## src/rtl/seven_seg_pkg.sv

```systemverilog
// seven_seg_pkg: shared scan-state enum, nibble width and digit-selection helpers for the seven-segment scanner.
package seven_seg_pkg;
    typedef enum logic [1:0] {IDLE, BLANK, DRIVE} scan_state_t;
    localparam int NIBBLE_W   = 4;
    localparam int MAX_DIGITS = 8;
    function automatic logic [NIBBLE_W-1:0] nib_sel(input logic [NIBBLE_W*MAX_DIGITS-1:0] value, input logic [2:0] idx);
        return value[idx*NIBBLE_W +: NIBBLE_W];
    endfunction
    // Index of the most-significant nonzero nibble; 0 for an all-zero value.
    function automatic logic [2:0] msd_idx(input logic [NIBBLE_W*MAX_DIGITS-1:0] value);
        msd_idx = '0;
        for (int i = 1; i < MAX_DIGITS; i++)
            if (value[i*NIBBLE_W +: NIBBLE_W] != '0) msd_idx = 3'(i);
    endfunction
endpackage

```

## src/rtl/seven_seg_slot_timer.sv

```systemverilog
// seven_seg_slot_timer: reloadable down-counter; pulses o_Expire during the last cycle of a loaded interval.
module seven_seg_slot_timer
    import seven_seg_pkg::*;
#(
    parameter int CW = 3
) (
    input  logic          i_Clk,
    input  logic          i_Rst,
    input  logic          i_Load,
    input  logic [CW-1:0] i_Load_Val,
    output logic          o_Expire
);
    logic [CW-1:0] cnt_q, cnt_d;
    logic          armed_q, armed_d;
    assign o_Expire = armed_q && (cnt_q == '0);
    always_comb begin
        cnt_d   = i_Load ? i_Load_Val - CW'(1) : (cnt_q != '0 ? cnt_q - CW'(1) : cnt_q);
        armed_d = i_Load | (armed_q & ~o_Expire);
    end
    always_ff @(posedge i_Clk) begin
        if (i_Rst) begin
            cnt_q   <= '0;
            armed_q <= 1'b0;
        end else begin
            cnt_q   <= cnt_d;
            armed_q <= armed_d;
        end
    end
endmodule

```

## src/rtl/seven_seg_scan_ctrl.sv

```systemverilog
// seven_seg_scan_ctrl: blanked, double-buffered digit scanner for a shared registered 7-segment decoder.
// Define LEADING_ZERO_BLANK_EN to keep digits above the most-significant nonzero nibble dark.
module seven_seg_scan_ctrl
    import seven_seg_pkg::*;
#(
    parameter int N_DIGITS     = 4,
    parameter int DRIVE_CYCLES = 25000,
    parameter int BLANK_CYCLES = 2
) (
    input  logic                         i_Clk,
    input  logic                         i_Rst,
    input  logic                         i_Enable,
    input  logic [NIBBLE_W*N_DIGITS-1:0] i_Value,
    input  logic                         i_Value_Load,
    output logic                         o_Load_Pending,
    output logic [NIBBLE_W-1:0]          o_Nibble,
    output logic [N_DIGITS-1:0]          o_Digit_En,
    output logic                         o_Frame_Done
);
    localparam int IW   = $clog2(N_DIGITS);
    localparam int MAXC = (DRIVE_CYCLES > BLANK_CYCLES) ? DRIVE_CYCLES : BLANK_CYCLES;
    localparam int CW   = $clog2(MAXC + 1);
    localparam int VW   = NIBBLE_W * N_DIGITS;

    scan_state_t         state_q, state_d;
    logic [IW-1:0]       idx_q, idx_d;
    logic [VW-1:0]       shadow_q, shadow_d, hold_q, hold_d;
    logic                pend_q, pend_d, fd_q, fd_d;
    logic [NIBBLE_W-1:0] nib_q, nib_d;
    logic [N_DIGITS-1:0] en_q, en_d;
    logic                t_load, t_expire;
    logic [CW-1:0]       t_val;

    seven_seg_slot_timer #(.CW(CW)) u_timer (
        .i_Clk      (i_Clk),
        .i_Rst      (i_Rst),
        .i_Load     (t_load),
        .i_Load_Val (t_val),
        .o_Expire   (t_expire)
    );

    always_comb begin
        state_d  = state_q;
        idx_d    = idx_q;
        fd_d     = 1'b0;
        t_load   = 1'b0;
        t_val    = CW'(BLANK_CYCLES);
        shadow_d = shadow_q;
        hold_d   = hold_q;
        pend_d   = pend_q;
        if (!i_Enable) begin
            state_d = IDLE;
            idx_d   = '0;
        end else if (state_q == IDLE) begin
            state_d = BLANK;
            idx_d   = '0;
            t_load  = 1'b1;
        end else if (t_expire) begin
            t_load  = 1'b1;
            state_d = (state_q == BLANK) ? DRIVE : BLANK;
            t_val   = (state_q == BLANK) ? CW'(DRIVE_CYCLES) : CW'(BLANK_CYCLES);
            fd_d    = (state_q == DRIVE) && (idx_q == IW'(N_DIGITS - 1));
            idx_d   = (state_q == BLANK) ? idx_q : (fd_d ? '0 : idx_q + IW'(1));
        end
        // The wrap cycle is the frame-done cycle; shadow swaps only there or while idle.
        if (i_Value_Load && fd_q) begin
            shadow_d = i_Value;
            hold_d   = i_Value;
            pend_d   = 1'b0;
        end else begin
            if (pend_q && (fd_q || state_q == IDLE)) begin
                shadow_d = hold_q;
                pend_d   = 1'b0;
            end
            if (i_Value_Load) begin
                hold_d = i_Value;
                pend_d = 1'b1;
            end
        end
        nib_d = nib_sel(32'(shadow_d), 3'(idx_d));
`ifdef LEADING_ZERO_BLANK_EN
        en_d = (state_d == DRIVE && 3'(idx_d) <= msd_idx(32'(shadow_d))) ? N_DIGITS'(1) << idx_d : '0;
`else
        en_d = (state_d == DRIVE) ? N_DIGITS'(1) << idx_d : '0;
`endif
    end

    always_ff @(posedge i_Clk) begin
        if (i_Rst) begin
            state_q  <= IDLE;
            idx_q    <= '0;
            shadow_q <= '0;
            hold_q   <= '0;
            pend_q   <= 1'b0;
            fd_q     <= 1'b0;
            nib_q    <= '0;
            en_q     <= '0;
        end else begin
            state_q  <= state_d;
            idx_q    <= idx_d;
            shadow_q <= shadow_d;
            hold_q   <= hold_d;
            pend_q   <= pend_d;
            fd_q     <= fd_d;
            nib_q    <= nib_d;
            en_q     <= en_d;
        end
    end

    assign o_Load_Pending = pend_q;
    assign o_Nibble       = nib_q;
    assign o_Digit_En     = en_q;
    assign o_Frame_Done   = fd_q;
endmodule

```

## config.mk

```make
export PLATFORM = sky130hd
export DESIGN_NAME = seven_seg_scan_ctrl
export DESIGN_NICKNAME = d
export VERILOG_FILES = /design/src/rtl/seven_seg_pkg.sv /design/src/rtl/seven_seg_slot_timer.sv /design/src/rtl/seven_seg_scan_ctrl.sv
export SDC_FILE = /design/constraint.sdc
export NUM_CORES = 1
export LEC_CHECK = 0
export ABC_CLOCK_PERIOD_IN_PS = 6080
export CAP_MARGIN = 40
export CORE_UTILIZATION = 40
export DETAILED_ROUTE_END_ITERATION = 10
export SLEW_MARGIN = 20
export SYNTH_ARGS = -nofsm -noshare
export SYNTH_HDL_FRONTEND = slang
export SYNTH_SLANG_ARGS = --single-unit
```

## constraint.sdc

```tcl
create_clock -name i_Clk -period 6.08 [get_ports i_Clk]
set_clock_uncertainty 0.1 [all_clocks]
set_input_delay 1.216 -clock i_Clk [delete_from_list [all_inputs] [get_ports i_Clk]]
set_output_delay 1.216 -clock i_Clk [all_outputs]
set_load 0.01 [all_outputs]
```

Yosys cells after proc, flatten, opt, wreduce, memory -nomap -nowiden
Cells that the tools add are included.

word-level totals
  bits in registers = 62
  latch bits = 0
  memory bits (writable) = 0
  bits in read-only memories = 0
  output and inout port bits = 10
  word-level logic and storage cells = 62
  memories kept = 0

cells by class
  add/sub/neg operators = 3
  multipliers = 0
  div/mod/pow operators = 0
  order comparisons = 0
  equality and inequality tests = 4
  shifts and indexed selects = 2
  multiplexer cells = 24
  bitwise gates (word level) = 5
  reduce and logical (&&, ||, !) cells = 14

operators by type and width
  kind                                                 count
  two-way mux 15 bit                                   6
  two-way mux 16 bit                                   4
  indexed part select 32 x 5 -> 4 bit                  1
  subtractor 15 x 1 -> 15 bit (second input constant)  2
  two-way mux 2 bit                                    9
  zero test 15 bit                                     1
  nonzero test 15 bit                                  1
  == test 2 bit (second input constant)                3
  nonzero test 2 bit                                   3
  two-way mux 1 bit                                    5
  logical AND 1 bit                                    4
  OR reduction 2 bit                                   2
  OR reduction 4 bit                                   1
  << shifter 1 x 2 -> 4 bit (first input constant)     1
  NOT 1 bit                                            3
  adder 2 x 1 -> 2 bit (second input constant)         1
  == test 2 x 1 -> 1 bit (second input constant)       1
  zero test 2 bit                                      1
  bitwise AND 1 bit                                    1
  logical OR 1 bit                                     1
  OR 1 bit                                             1

Longest topological paths before layout
Gate-level depths: netlist of the first run.

  depth in word-level cells = 8
  depth in mapped cells = 12
  mapped depth without buffers = 10

Cells and area by module
From an unflattened synthesis of the first run, not the netlist that was laid out.

unflattened totals
  cell total of the unflattened synthesis = 319
  area total of the unflattened synthesis = 3106.7 um^2

by module, submodules not included
  module                instances  cells each  area an instance (um^2)
  seven_seg_scan_ctrl   1          196         2035.7
  seven_seg_slot_timer  1          123         1071.0

Worst setup path before layout of the first run
Ideal clock, no wire load.

  path kind = in2reg
  start = input i_Enable
  end = register u_timer.cnt_q[8]
  setup time = 0.070 ns
  arrival = 3.099 ns
  data required time = 5.910 ns
  setup slack = 2.812 ns
  cell stages on the path = 9
  cells stage by stage = clkbuf_1 -> buf_2 -> o21a_1 -> o21ai_0 -> ha_1 -> o2111ai_1 -> o32ai_1 -> or4_1 -> a21oi_1

between the ends
  longest elaborated chain between the ends = 3

ends and longest elaborated chain
  what                         RTL line                    source
  start: declaration           seven_seg_scan_ctrl.sv:12   input logic i_Enable,
  two-way mux 15 bit           seven_seg_scan_ctrl.sv:51   if (!i_Enable) begin
  subtractor 15 x 1 -> 15 bit  seven_seg_slot_timer.sv:17  cnt_d = i_Load ? i_Load_Val - CW'(1) : (cnt_q != '0 ? cnt_q - CW'(1) : cnt_q);
  two-way mux 15 bit           seven_seg_slot_timer.sv:17
  end signal: assignment       seven_seg_slot_timer.sv:25  cnt_q <= cnt_d;
  end: declaration             seven_seg_slot_timer.sv:13  logic [CW-1:0] cnt_q, cnt_d;

Parallel ways exist; a longest one is shown, timed or not.
A chain may end at the register's enable or synchronous reset.

Final worst setup path of the first run
Ends and elaborated chain as after synthesis.

==> results of run 1 <==
==> layout make-up <==
class / instances / area, sq um / share of cell area
Clock buffer: 10 / 128 / 0.0346
Clock inverter: 6 / 62.6 / 0.0169
Inverter: 7 / 26.3 / 0.00712
Multi-Input combinational cell: 257 / 1770 / 0.479
Sequential cell: 62 / 1240 / 0.336
Tap cell: 99 / 124 / 0.0335
Timing Repair Buffer: 34 / 340 / 0.0922
==> where the power goes <==
part / internal (mW) / total [mW] / switching [mW] / leakage [nW]
logic: 0.167 / 0.403 / 0.236 / 0.736
clock network: 0.189 / 0.357 / 0.168 / 0.100
registers: 0.451 / 0.511 / 0.0606 / 0.507
total: 0.806 / 1.27 / 0.464 / 1.34
==> kinds of logic (layout without fill, tap and decap cells) <==
family | after synthesis | in the layout | synth area share
multiplexers | 29 | 29 | 0.0981
buffers and inverters | 33 | 57 | 0.0453
AO/OA/AOI/OAI | 117 | 117 | 0.261
AND/OR/NAND/NOR | 105 | 105 | 0.182
XOR/XNOR | 3 | 3 | 0.00834
flip-flops | 62 | 62 | 0.394
adder cells (fa/ha/maj) | 3 | 3 | 0.0119
==> per-layer routing <==
metal / up-vias / GRT usage / wire length [microns]
met4: 0 / 0.0672 / 93
met3: 11 / 0.0598 / 405
li1: 1351 / - / -
met5: - / 0 / 0
met2: 88 / 0.316 / 3670
met1: 1338 / 0.277 / 3840
==> synthesized netlist by cell type (4+ instances only) <==
cell type	n
sky130_fd_sc_hd__nand3_1	8
sky130_fd_sc_hd__a31o_2	17
sky130_fd_sc_hd__a21boi_0	16
sky130_fd_sc_hd__mux2i_1	18
sky130_fd_sc_hd__a211oi_1	4
sky130_fd_sc_hd__or3_1	6
sky130_fd_sc_hd__nor2_1	44
sky130_fd_sc_hd__a21oi_1	19
sky130_fd_sc_hd__o21ai_0	15
sky130_fd_sc_hd__mux2_2	9
sky130_fd_sc_hd__dfxtp_1	62
sky130_fd_sc_hd__nor3_1	6
sky130_fd_sc_hd__nand2_1	11
sky130_fd_sc_hd__inv_1	7
sky130_fd_sc_hd__clkbuf_1	21
sky130_fd_sc_hd__o22ai_1	20
sky130_fd_sc_hd__nor4_1	4
==> worst max-delay path, stage by stage <==
cell and delay (ns):
sky130_fd_sc_hd__clkdlybuf4s50_1 0.91, sky130_fd_sc_hd__o21ai_1 0.49, sky130_fd_sc_hd__nand2_1 0.22, sky130_fd_sc_hd__ha_1 0.28, sky130_fd_sc_hd__inv_1 0.08, sky130_fd_sc_hd__o21ai_0 0.17, sky130_fd_sc_hd__o32ai_1 0.09, sky130_fd_sc_hd__or4_1 0.47
sky130_fd_sc_hd__a21oi_1 0.13
==> per-stage QoR <==
step | util | area (sq um) | instances | total power, mW | hold slack, ns
2_1_floorplan | - | 3150 | 352 | 0.818 | 0.354
6_report | 0.496 | 3690 | 475 | 1.27 | 0.397
4_1_cts | 0.496 | 3690 | 475 | 1.27 | 0.404
3_5_place_dp | 0.470 | 3500 | 459 | 0.911 | 0.381
3_3_place_gp | 0.466 | 3470 | 456 | 0.917 | 0.373
5_1_grt | 0.496 | 3690 | 475 | 1.35 | 0.416
==> cells in the final DEF, fill, tap and decap left out, drive strengths merged, types with 3 or more instances in the layout <==
cell type       n
dfxtp          62
o22ai          20
a21boi         16
nand2          11
mux2            9
o211ai          3
clkdlybuf4s50  29
a211oi          4
nor4            7
a21oi          19
nor2           44
o21ai          17
inv             7
and2            3
ha              3
o21bai          3
or4             5
o21a            3
buf             5
a31o           17
nand3           8
nor3            6
or3             6
clkbuf         10
o31ai           3
mux2i          20
clkinv          5
o311ai          3
==> state kept, by name, indices dropped and copies added, names as in the netlist, 2 cells and up <==
| name | cells |
|---|---|
| u_timer.cnt_q | 15 |
| shadow_q | 16 |
| idx_q | 2 |
| o_Digit_En | 4 |
| o_Nibble | 4 |
| state_q | 2 |
| hold_q | 16 |
==> worst max path at each step <==
| stage | start | to | slack, ns |
|---|---|---|---|
| floorplan | i_Enable | u_timer.cnt_q[8]$_SDFFE_PP0P_ | 2.81 |
| global placement | i_Enable | u_timer.cnt_q[8]$_SDFFE_PP0P_ | 1.97 |
| detailed placement | i_Enable | u_timer.cnt_q[8]$_SDFFE_PP0P_ | 1.89 |
| CTS | i_Enable | u_timer.cnt_q[8]$_SDFFE_PP0P_ | 2.24 |
| global route | i_Enable | u_timer.cnt_q[8]$_SDFFE_PP0P_ | 1.89 |
| finish | i_Enable | u_timer.cnt_q[8]$_SDFFE_PP0P_ | 2.19 |
==> parameters.txt, run 1 <==
Parameter                              Value

Floorplanning
  Boundary pin count ... 30
  Effective utilization at floorplan ... 0.423
  Site row count ... 31
  Area of the placeable core ... about 7400 sq um
  Vert. Die Dim ... 90.8 microns
  Die span in x ... about 91 microns
  DIE AREA ... 8240 sq um

Route
  Post-DRT Antenna Nets ... 0
  Vias ... 2788
  Total wirelength of the detailed-routed design ... between 8000 and 9000 microns
  WL per Instance ... between 15 and 20 microns
  First-pass detailed-route iteration total ... 4
  Initial DRC Count ... between 200 and 250
  Vias per cell ... slightly below 6
  DRC violations left ... 0

Yosys
  Leading post-synthesis cells by cell area ... sky130_fd_sc_hd__dfxtp_1, sky130_fd_sc_hd__mux2i_1, sky130_fd_sc_hd__nor2_1
  Area share of the largest cell type after synthesis ... 0.394
  Cell type with the largest total area after synthesis ... sky130_fd_sc_hd__dfxtp_1
  Net count of the mapped netlist ... approximately 380
  EDFF count, synth ... 0
  Summed instance area of the synthesized netlist ... ~3200 sq um
  Synthesized area divided by synthesized cell count ... a little under 9 sq um
  Total of warnings raised by yosys ... 0
  Portion of the post-synthesis area used by sequential elements ... 0.394
  Share of synthesized registers carrying an async set or reset ... 0
  FF+latch count, synth ... 62
  Number of standard cells after synthesis ... approximately 350
  Count of cell types in the netlist ... 53
  Most used DFF post-synth ... sky130_fd_sc_hd__dfxtp_1

CTS
  Post-CTS setup buffer count ... 0
  Number of gates given a new drive strength after cts ... 0
  Worst-case clock buffer depth ... 2
  Sink Count ... 62
  Hold-fix buffers at CTS ... 0
  Clock-pin slew reported for the worst setup and hold paths after clock tree synthesis ... around 0.070 ns
  CTS tree ... done
  Worst skew pair latency ... between 0.3 and 0.4 ns
  Cts bufs inserted ... 9
  CTS Root Cell ... sky130_fd_sc_hd__clkbuf_8
  Number of levels in the clock H-tree ... 3

Min path
  Worst Hold Endpoint ... hold_q[1]$_SDFFE_PP0P_
  Cell depth of the worst hold path ... 2
  Worst Min Path Start ... hold_q[1]$_SDFFE_PP0P_
  Worst min path class ... reg2reg

STA
  Final total negative setup slack ... 0 ns
  Measured slew at the worst slew-check pin ... about 0.8 ns
  Final setup margin ... approximately 2.2 ns
  Final critical path time including I/O delays and setup ... around 4 ns
  Share of the clock period used by the worst path ... 0.640
  Pins Over Slew Limit ... 0
  Count of final setup violators ... 0
  Number of hold violations in the final report ... 0
  Relative max-transition margin ... 0.454
  Maximum operating frequency ... 257 MHz
  Setup repair after global routing missed its margin ... no

Critical path
  Sort of element at the start of the critical path ... input port
  CP Class ... in2reg
  Critical path data required time ... about 6.3 ns
  Kind of end point of the critical path ... register
  Max Fanout on Critical Path ... 21
  Critical path data arrival time ... approximately 4.1 ns
  Worst R2R Start ... u_timer.cnt_q[2]$_SDFFE_PP0P_
  Reg2Reg Setup Slack ... about 2.5 ns
  RR Endpoint ... u_timer.cnt_q[8]$_SDFFE_PP0P_
  Reg2reg path depth ... 10

Global route
  Global routing usage summed across all routing layers ... 0.206
  Pin count of the biggest net entering global routing ... 44
  Wire length of the first global-routing pass ... about 13000 microns
  Vias in the first global route ... ~2600
  Total global routing overflow ... 0
  Number of antenna violations at the first check in global routing ... 0

Run
  Count of max-cap constraint violations ... 0

Finish
  Proportion of layout cells with a drive suffix above 1 ... 0.157
  Area Overhead vs Synth ... 17.2%
  Filler Cells Inserted ... roughly 740
  Ant diodes ... 0
  Count of nets after finishing ... approximately 390

Pwr
  Largest voltage drop on the vdd net ... about 0.24 mV
  Cell area power density ... 344 nW/um^2
  Leakage component of the power ... around 1.3 nW

Placement
  Final estimated routing congestion in global placement ... 0.931
  I/O Buffers ... 29
  HPWL after DPL ... about 5400 microns
  Pre-CTS setup slack ... roughly 1.9 ns

Outcome
  Status ... finished clean
(Power assumes the default switching activity.)
==> run 2: changes to the inputs <==
--- a/config.mk
+++ b/config.mk
@@ -5,7 +5,7 @@
 export SDC_FILE = /design/constraint.sdc
 export NUM_CORES = 1
 export LEC_CHECK = 0
-export ABC_CLOCK_PERIOD_IN_PS = 6080
+export ABC_CLOCK_PERIOD_IN_PS = 3750
 export CAP_MARGIN = 40
 export CORE_UTILIZATION = 40
 export DETAILED_ROUTE_END_ITERATION = 10
==> constraint.sdc (replaced) <==
create_clock -name i_Clk -period 3.75 [get_ports i_Clk]
set_clock_uncertainty 0.1 [all_clocks]
set_input_delay 0.75 -clock i_Clk [delete_from_list [all_inputs] [get_ports i_Clk]]
set_output_delay 0.75 -clock i_Clk [all_outputs]
set_load 0.01 [all_outputs]
==> run 2 against run 1 <==
Net effect: die area unchanged; setup slack worse by 1.7 ns; global-route usage down 0.90 points; critical path type is now reg2reg; non-clock buffer count up 3; hold slack worse by 0.00058 ns; highest routed layer unchanged; first-iteration DRC count down 56%; critical path depth up 1.
==> parameters.txt, run 2 (synthesis gave the netlist of run 1 again) <==
Parameter                              Value

Outcome
  Status ... finished clean

STA
  Setup repair after global routing missed its margin ... no
  Final setup margin ... 0.451 ns (-1.74 ns)
  Maximum operating frequency ... between 300 and 400 MHz
  Count of final setup violators ... 0 (unchanged)
  Number of hold violations in the final report ... 0 (unchanged)
  Pins Over Slew Limit ... 0 (unchanged)
  Final total negative setup slack ... 0 ns (unchanged)
  Share of the clock period used by the worst path ... 0.880
  Measured slew at the worst slew-check pin ... 0.812 ns (-0.00107 ns)
  Final critical path time including I/O delays and setup ... about 3.3 ns
  Relative max-transition margin ... 0.454 (about the same)

Route
  Initial DRC Count ... 93 (-56%)
  Post-DRT Antenna Nets ... 0 (unchanged)
  Vias per cell ... 5.68 (-3.3%)
  Vias ... 2707 (-2.9%)
  DRC violations left ... 0 (unchanged)
  Total wirelength of the detailed-routed design ... 7660 microns (-4.4%)
  First-pass detailed-route iteration total ... 4 (unchanged)
  WL per Instance ... 16.1 microns (-4.8%)

Pwr
  Internal Dissipation ... 1.44 mW (+79%)
  Proportion of power drawn by the clock network ... 0.322 (+0.041)
  Combinational group share of total power ... 0.300 (-0.017)
  Switching share of power ... 0.337 (-0.0282)
  Largest voltage drop on the vdd net ... 0.383 mV (+62%)
  Switching pwr ... 0.733 mW (+58%)
  Reg power frac ... 0.378 (-0.024)
  Cell area power density ... 580 nW/um^2 (+69%)
  Leakage component of the power ... 1.37 nW (+1.9%)

Placement
  Pre-CTS setup slack ... 0.522 ns (-1.37 ns)
  Placed instance count ... 462 (+0.65%)
  HPWL after DPL ... 5250 microns (-2.7%)
  I/O Buffers ... 29 (unchanged)
  Final estimated routing congestion in global placement ... 0.896 (-3.7%)

Finish
  Final non-filler cell total ... 477 (+0.42%)
  Count of nets after finishing ... 397 (+0.76%)
  Proportion of layout cells with a drive suffix above 1 ... 0.164 (+0.00711)
  Commonest cells after routing, fill and taps aside ... sky130_fd_sc_hd__dfxtp_1, sky130_fd_sc_hd__nor2_1, sky130_fd_sc_hd__clkdlybuf4s50_1, sky130_fd_sc_hd__o22ai_1, sky130_fd_sc_hd__a21oi_1
  Multi-input gate area in the final layout ... 1770 sq um (unchanged)
  Area Overhead vs Synth ... 18.9%
  Ant diodes ... 0 (unchanged)
  Most common cell after layout, fill and taps aside ... sky130_fd_sc_hd__dfxtp_1
  Registers with the most flip-flops ... hold_q x16, shadow_q x16, u_timer.cnt_q x15
  Filler Cells Inserted ... 731 (-0.95%)
  Area of all sequential standard cells ... 1240 sq um (unchanged)

CTS
  Worst skew pair latency ... 0.34 ns (about the same)
  Cts bufs inserted ... 9 (unchanged)
  Hold-fix buffers at CTS ... 0 (unchanged)
  Number of levels in the clock H-tree ... 3 (unchanged)
  Sink Count ... 62 (unchanged)
  Clock-pin slew reported for the worst setup and hold paths after clock tree synthesis ... 0.07 ns (about the same)
  CTS tree ... done
  Post-CTS setup buffer count ... 0 (unchanged)
  Worst-case clock buffer depth ... 2 (unchanged)
  Number of gates given a new drive strength after cts ... 0 (unchanged)
  CTS Root Cell ... sky130_fd_sc_hd__clkbuf_8

Critical path
  CP Class ... reg2reg
  Critical path data arrival time ... 3.47 ns (-0.60 ns)
  Sort of element at the start of the critical path ... register
  Kind of end point of the critical path ... register
  Critical path data required time ... 3.92 ns (-2.33 ns)
  Max Fanout on Critical Path ... 7 (-67%)

Global route
  Pin count of the biggest net entering global routing ... 42 (-4.5%)
  Total global routing overflow ... 0 (unchanged)
  Number of antenna violations at the first check in global routing ... 0 (unchanged)
  Global routing usage summed across all routing layers ... 0.197 (-0.00899)
  Wire length of the first global-routing pass ... 12800 microns (-5.1%)
  Vias in the first global route ... 2533 (-3.9%)

Min path
  Worst min path class ... reg2reg

Floorplanning
  DIE AREA ... 8240 sq um (unchanged)
  Boundary pin count ... 30 (unchanged)
  Effective utilization at floorplan ... 0.423 (unchanged)
  Site row count ... 31 (unchanged)
  Vert. Die Dim ... 90.8 microns (unchanged)
  Area of the placeable core ... 7450 sq um (unchanged)
  Die span in x ... 90.8 microns (unchanged)

Run
  Count of max-cap constraint violations ... 0 (unchanged)
[run 2: changes by cell type in the layout (fill, tap and decap cells not counted)]
cell	change
sky130_fd_sc_hd__clkbuf_1	-1
sky130_fd_sc_hd__clkinvlp_4	+1
sky130_fd_sc_hd__clkinv_2	-2
sky130_fd_sc_hd__buf_8	-2
sky130_fd_sc_hd__clkinv_4	-1
sky130_fd_sc_hd__buf_4	+6
sky130_fd_sc_hd__buf_2	-1
sky130_fd_sc_hd__bufinv_16	+2
[run 2: stage by stage]
| stage | power (mW) | hold slack [ns] | utilization | cell area, sq um |
|---|---|---|---|---|
| after floorplan | 1.33 | 0.354 | - | 3150 |
| after global placement | 1.48 | 0.374 | 0.472 | 3510 |
| after detailed placement | 1.47 | 0.384 | 0.472 | 3510 |
| after CTS | 2.18 | 0.401 | 0.503 | 3750 |
| after global routing | 2.30 | 0.423 | 0.503 | 3750 |
| final | 2.17 | 0.396 | 0.503 | 3750 |
[run 2: path summary, 6_finish.rpt]
kind | to | slack (ns) | startpoint | cells past startpoint
worst min-delay path | u_timer.cnt_q[0]$_SDFFE_PP0P_ | 0.40 | u_timer.cnt_q[0]$_SDFFE_PP0P_ | 1
worst min register to register | u_timer.cnt_q[0]$_SDFFE_PP0P_ | 0.40 | u_timer.cnt_q[0]$_SDFFE_PP0P_ | 1
worst max-delay path | u_timer.cnt_q[8]$_SDFFE_PP0P_ | 0.45 | u_timer.cnt_q[0]$_SDFFE_PP0P_ | 10
worst max register to register | u_timer.cnt_q[8]$_SDFFE_PP0P_ | 0.45 | u_timer.cnt_q[0]$_SDFFE_PP0P_ | 10
[run 2: final cells by class]
cell class / instances / area share
clock inverter: 6 / 0.0297
sequential: 62 / 0.331
timing repair buffer: 37 / 0.0935
multi-input combinational: 257 / 0.472
tap: 99 / 0.0331
clock buffer: 9 / 0.0331
inverter: 7 / 0.00701
[run 2: power by group through the flow]
stage,clock [mW],combinational [mW],sequential (mW)
finish,0.699,0.652,0.822
global route,0.746,0.723,0.834
CTS,0.715,0.645,0.817
detailed placement,0,0.641,0.832
global placement,0,0.650,0.834
floorplan,0,0.526,0.801
[run 2: critical path: stages (launching register included)]
cell and delay (ns):
sky130_fd_sc_hd__dfxtp_1 0.34, sky130_fd_sc_hd__or4_1 0.73, sky130_fd_sc_hd__nor4_4 0.47, sky130_fd_sc_hd__nand2_1 0.19, sky130_fd_sc_hd__o21ai_0 0.16, sky130_fd_sc_hd__ha_1 0.28
sky130_fd_sc_hd__inv_1 0.08, sky130_fd_sc_hd__o21ai_0 0.19, sky130_fd_sc_hd__o32ai_1 0.10, sky130_fd_sc_hd__or4_1 0.47, sky130_fd_sc_hd__a21oi_1 0.13
[run 2: routing by layer]
| layer | vias up | track usage | share of wire |
|---|---|---|---|
| li1 | 1363 | - | - |
| met1 | 1268 | 0.273 | 0.49 |
| met2 | 62 | 0.301 | 0.45 |
| met3 | 14 | 0.0379 | 0.043 |
| met4 | 0 | 0.0766 | 0.017 |
| met5 | - | 0 | 0 |
==> run 3: changes to the inputs <==
--- a/config.mk
+++ b/config.mk
@@ -7,8 +7,9 @@
 export LEC_CHECK = 0
 export ABC_CLOCK_PERIOD_IN_PS = 3750
 export CAP_MARGIN = 40
-export CORE_UTILIZATION = 40
+export CORE_UTILIZATION = 57
 export DETAILED_ROUTE_END_ITERATION = 10
+export PLACE_DENSITY = 0.79
 export SLEW_MARGIN = 20
 export SYNTH_ARGS = -nofsm -noshare
 export SYNTH_HDL_FRONTEND = slang
==> run 3 against run 2 <==
Net effect: register-to-register slack worse by 0.07 ns; total power fell by 1.8%; global-route usage is 9.5 points higher; die area down 29%; hold slack gained 0.00070 ns; largest cell class unchanged; sequential power about the same; non-clock buffer count up 1.
==> parameters.txt, run 3 (synthesis gave the netlist of run 1 again) <==
Parameter                              Value

Outcome
  Status ... finished clean

STA
  Final setup margin ... 0.386 ns (-0.0652 ns)
  Final critical path time including I/O delays and setup ... 3.36 ns (+0.0652 ns)
  Measured slew at the worst slew-check pin ... 0.648 ns (-0.165 ns)
  Final total negative setup slack ... 0 ns (unchanged)
  Count of final setup violators ... 0 (unchanged)
  Setup repair after global routing missed its margin ... no
  Relative max-transition margin ... 0.560 (+0.106)
  Pins Over Slew Limit ... 0 (unchanged)
  Share of the clock period used by the worst path ... 0.897 (+0.0174)
  Maximum operating frequency ... 297 MHz (-1.9%)
  Number of hold violations in the final report ... 0 (unchanged)

CTS
  Worst-case clock buffer depth ... 2 (unchanged)
  Number of levels in the clock H-tree ... 3 (unchanged)
  CTS tree ... done
  Clock-pin slew reported for the worst setup and hold paths after clock tree synthesis ... 0.07 ns (about the same)
  Post-CTS setup buffer count ... 0 (unchanged)
  Sink Count ... 62 (unchanged)
  Number of gates given a new drive strength after cts ... 0 (unchanged)
  Cts bufs inserted ... 9 (unchanged)
  CTS Root Cell ... sky130_fd_sc_hd__clkbuf_8
  Worst skew pair latency ... 0.34 ns (about the same)
  Hold-fix buffers at CTS ... 0 (unchanged)

Finish
  Count of nets after finishing ... 398 (+0.25%)
  Area of all sequential standard cells ... 1240 sq um (unchanged)
  Most common cell after layout, fill and taps aside ... sky130_fd_sc_hd__dfxtp_1
  Registers with the most flip-flops ... hold_q x16, shadow_q x16, u_timer.cnt_q x15
  Area Overhead vs Synth ... 17.4%
  Filler Cells Inserted ... 421 (-42%)
  Commonest cells after routing, fill and taps aside ... sky130_fd_sc_hd__dfxtp_1, sky130_fd_sc_hd__nor2_1, sky130_fd_sc_hd__clkdlybuf4s50_1, sky130_fd_sc_hd__o22ai_1, sky130_fd_sc_hd__a21oi_1
  Proportion of layout cells with a drive suffix above 1 ... 0.166 (+0.00177)
  Ant diodes ... 0 (unchanged)
  Final non-filler cell total ... 450 (-5.7%)
  Multi-input gate area in the final layout ... 1770 sq um (unchanged)

Critical path
  Critical path data required time ... 3.92 ns (about the same)
  CP Class ... reg2reg
  Critical path data arrival time ... 3.54 ns (+0.07 ns)
  Kind of end point of the critical path ... register
  Max Fanout on Critical Path ... 7 (unchanged)
  Sort of element at the start of the critical path ... register

Route
  Initial DRC Count ... 296 (+220%)
  Vias ... 2899 (+7.1%)
  DRC violations left ... 0 (unchanged)
  WL per Instance ... 17.6 microns (+9.9%)
  Vias per cell ... 6.44 (+14%)
  First-pass detailed-route iteration total ... 6 (+2)
  Total wirelength of the detailed-routed design ... 7940 microns (+3.7%)
  Post-DRT Antenna Nets ... 0 (unchanged)

Global route
  Vias in the first global route ... 2725 (+7.6%)
  Wire length of the first global-routing pass ... 13600 microns (+6.0%)
  Number of antenna violations at the first check in global routing ... 0 (unchanged)
  Pin count of the biggest net entering global routing ... 43 (+2.4%)
  Global routing usage summed across all routing layers ... 0.292 (+0.0951)
  Total global routing overflow ... 0 (unchanged)

Pwr
  Leakage component of the power ... 1.36 nW (-0.27%)
  Largest voltage drop on the vdd net ... 0.403 mV (+5.1%)
  Cell area power density ... 577 nW/um^2 (-0.42%)

Placement
  HPWL after DPL ... 5140 microns (-2.1%)
  I/O Buffers ... 29 (unchanged)
  Placed instance count ... 434 (-6.1%)
  Pre-CTS setup slack ... 0.467 ns (-0.0544 ns)
  Final estimated routing congestion in global placement ... 0.992 (+11%)

Floorplanning
  Effective utilization at floorplan ... 0.605 (+0.182)
  Vert. Die Dim ... 76.3 microns (-16%)
  Die span in x ... 76.3 microns (-16%)
  DIE AREA ... 5830 sq um (-29%)
  Boundary pin count ... 30 (unchanged)
  Area of the placeable core ... 5200 sq um (-30%)
  Site row count ... 26 (-16%)

Run
  Count of max-cap constraint violations ... 0 (unchanged)

Min path
  Worst min path class ... reg2reg
## run 3: cell count changes in the layout (fill, tap and decap cells not counted), sizes merged
cell	delta
buf	+1
clkbuf	+1
bufinv	-1
clkinv	+1
## run 3: metal layers
layer  part of all wire  routed length [microns]  GRT usage  vias up
met3              0.076                      606     0.0575       16
met5                  0                        0          0        -
met2               0.44                     3530      0.433      143
met1               0.46                     3650      0.411     1380
met4              0.018                      146      0.129        0
li1                   -                        -          -     1360
## run 3: worst paths after layout
kind                            startpoint                            end  slack (ns)  depth (start not counted)
max          u_timer.cnt_q[0]$_SDFFE_PP0P_  u_timer.cnt_q[8]$_SDFFE_PP0P_        0.39                         10
min                 hold_q[3]$_SDFFE_PP0P_         hold_q[3]$_SDFFE_PP0P_        0.40                          2
max reg2reg  u_timer.cnt_q[0]$_SDFFE_PP0P_  u_timer.cnt_q[8]$_SDFFE_PP0P_        0.39                         10
min reg2reg         hold_q[3]$_SDFFE_PP0P_         hold_q[3]$_SDFFE_PP0P_        0.40                          2
## run 3: report_power, final
| group | total, mW | internal [mW] | switching [mW] | leakage, nW |
|---|---|---|---|---|
| combinational | 0.673 | 0.280 | 0.393 | 0.751 |
| sequential | 0.823 | 0.731 | 0.0922 | 0.507 |
| clock | 0.639 | 0.373 | 0.266 | 0.106 |
| total | 2.13 | 1.38 | 0.751 | 1.36 |
## run 3: layout make-up
type | count | area share
repair buffers | 38 | 0.0968
flip-flops and latches | 62 | 0.336
inverters | 7 | 0.00711
clock inverters | 6 | 0.0234
well taps | 70 | 0.0237
multi-input cells | 257 | 0.479
clock buffers | 10 | 0.0345
## run 3: critical path: stages, from the launching register on
cell	delay (ns)
sky130_fd_sc_hd__dfxtp_1	0.35
sky130_fd_sc_hd__or4_1	0.75
sky130_fd_sc_hd__nor4_4	0.47
sky130_fd_sc_hd__nand2_1	0.21
sky130_fd_sc_hd__o21ai_0	0.17
sky130_fd_sc_hd__ha_1	0.29
sky130_fd_sc_hd__inv_1	0.08
sky130_fd_sc_hd__o21ai_0	0.20
sky130_fd_sc_hd__o32ai_1	0.10
sky130_fd_sc_hd__or4_1	0.47
sky130_fd_sc_hd__a21oi_1	0.11
## run 3: through the flow
step / power, mW / area (sq um) / hold slack [ns] / util
floorplan: 1.33 / 3150 / 0.354 / -
global placement: 1.49 / 3480 / 0.374 / 0.669
detailed placement: 1.48 / 3480 / 0.384 / 0.669
CTS: 2.12 / 3700 / 0.401 / 0.710
global route: 2.25 / 3700 / 0.447 / 0.710
finish: 2.13 / 3700 / 0.397 / 0.710
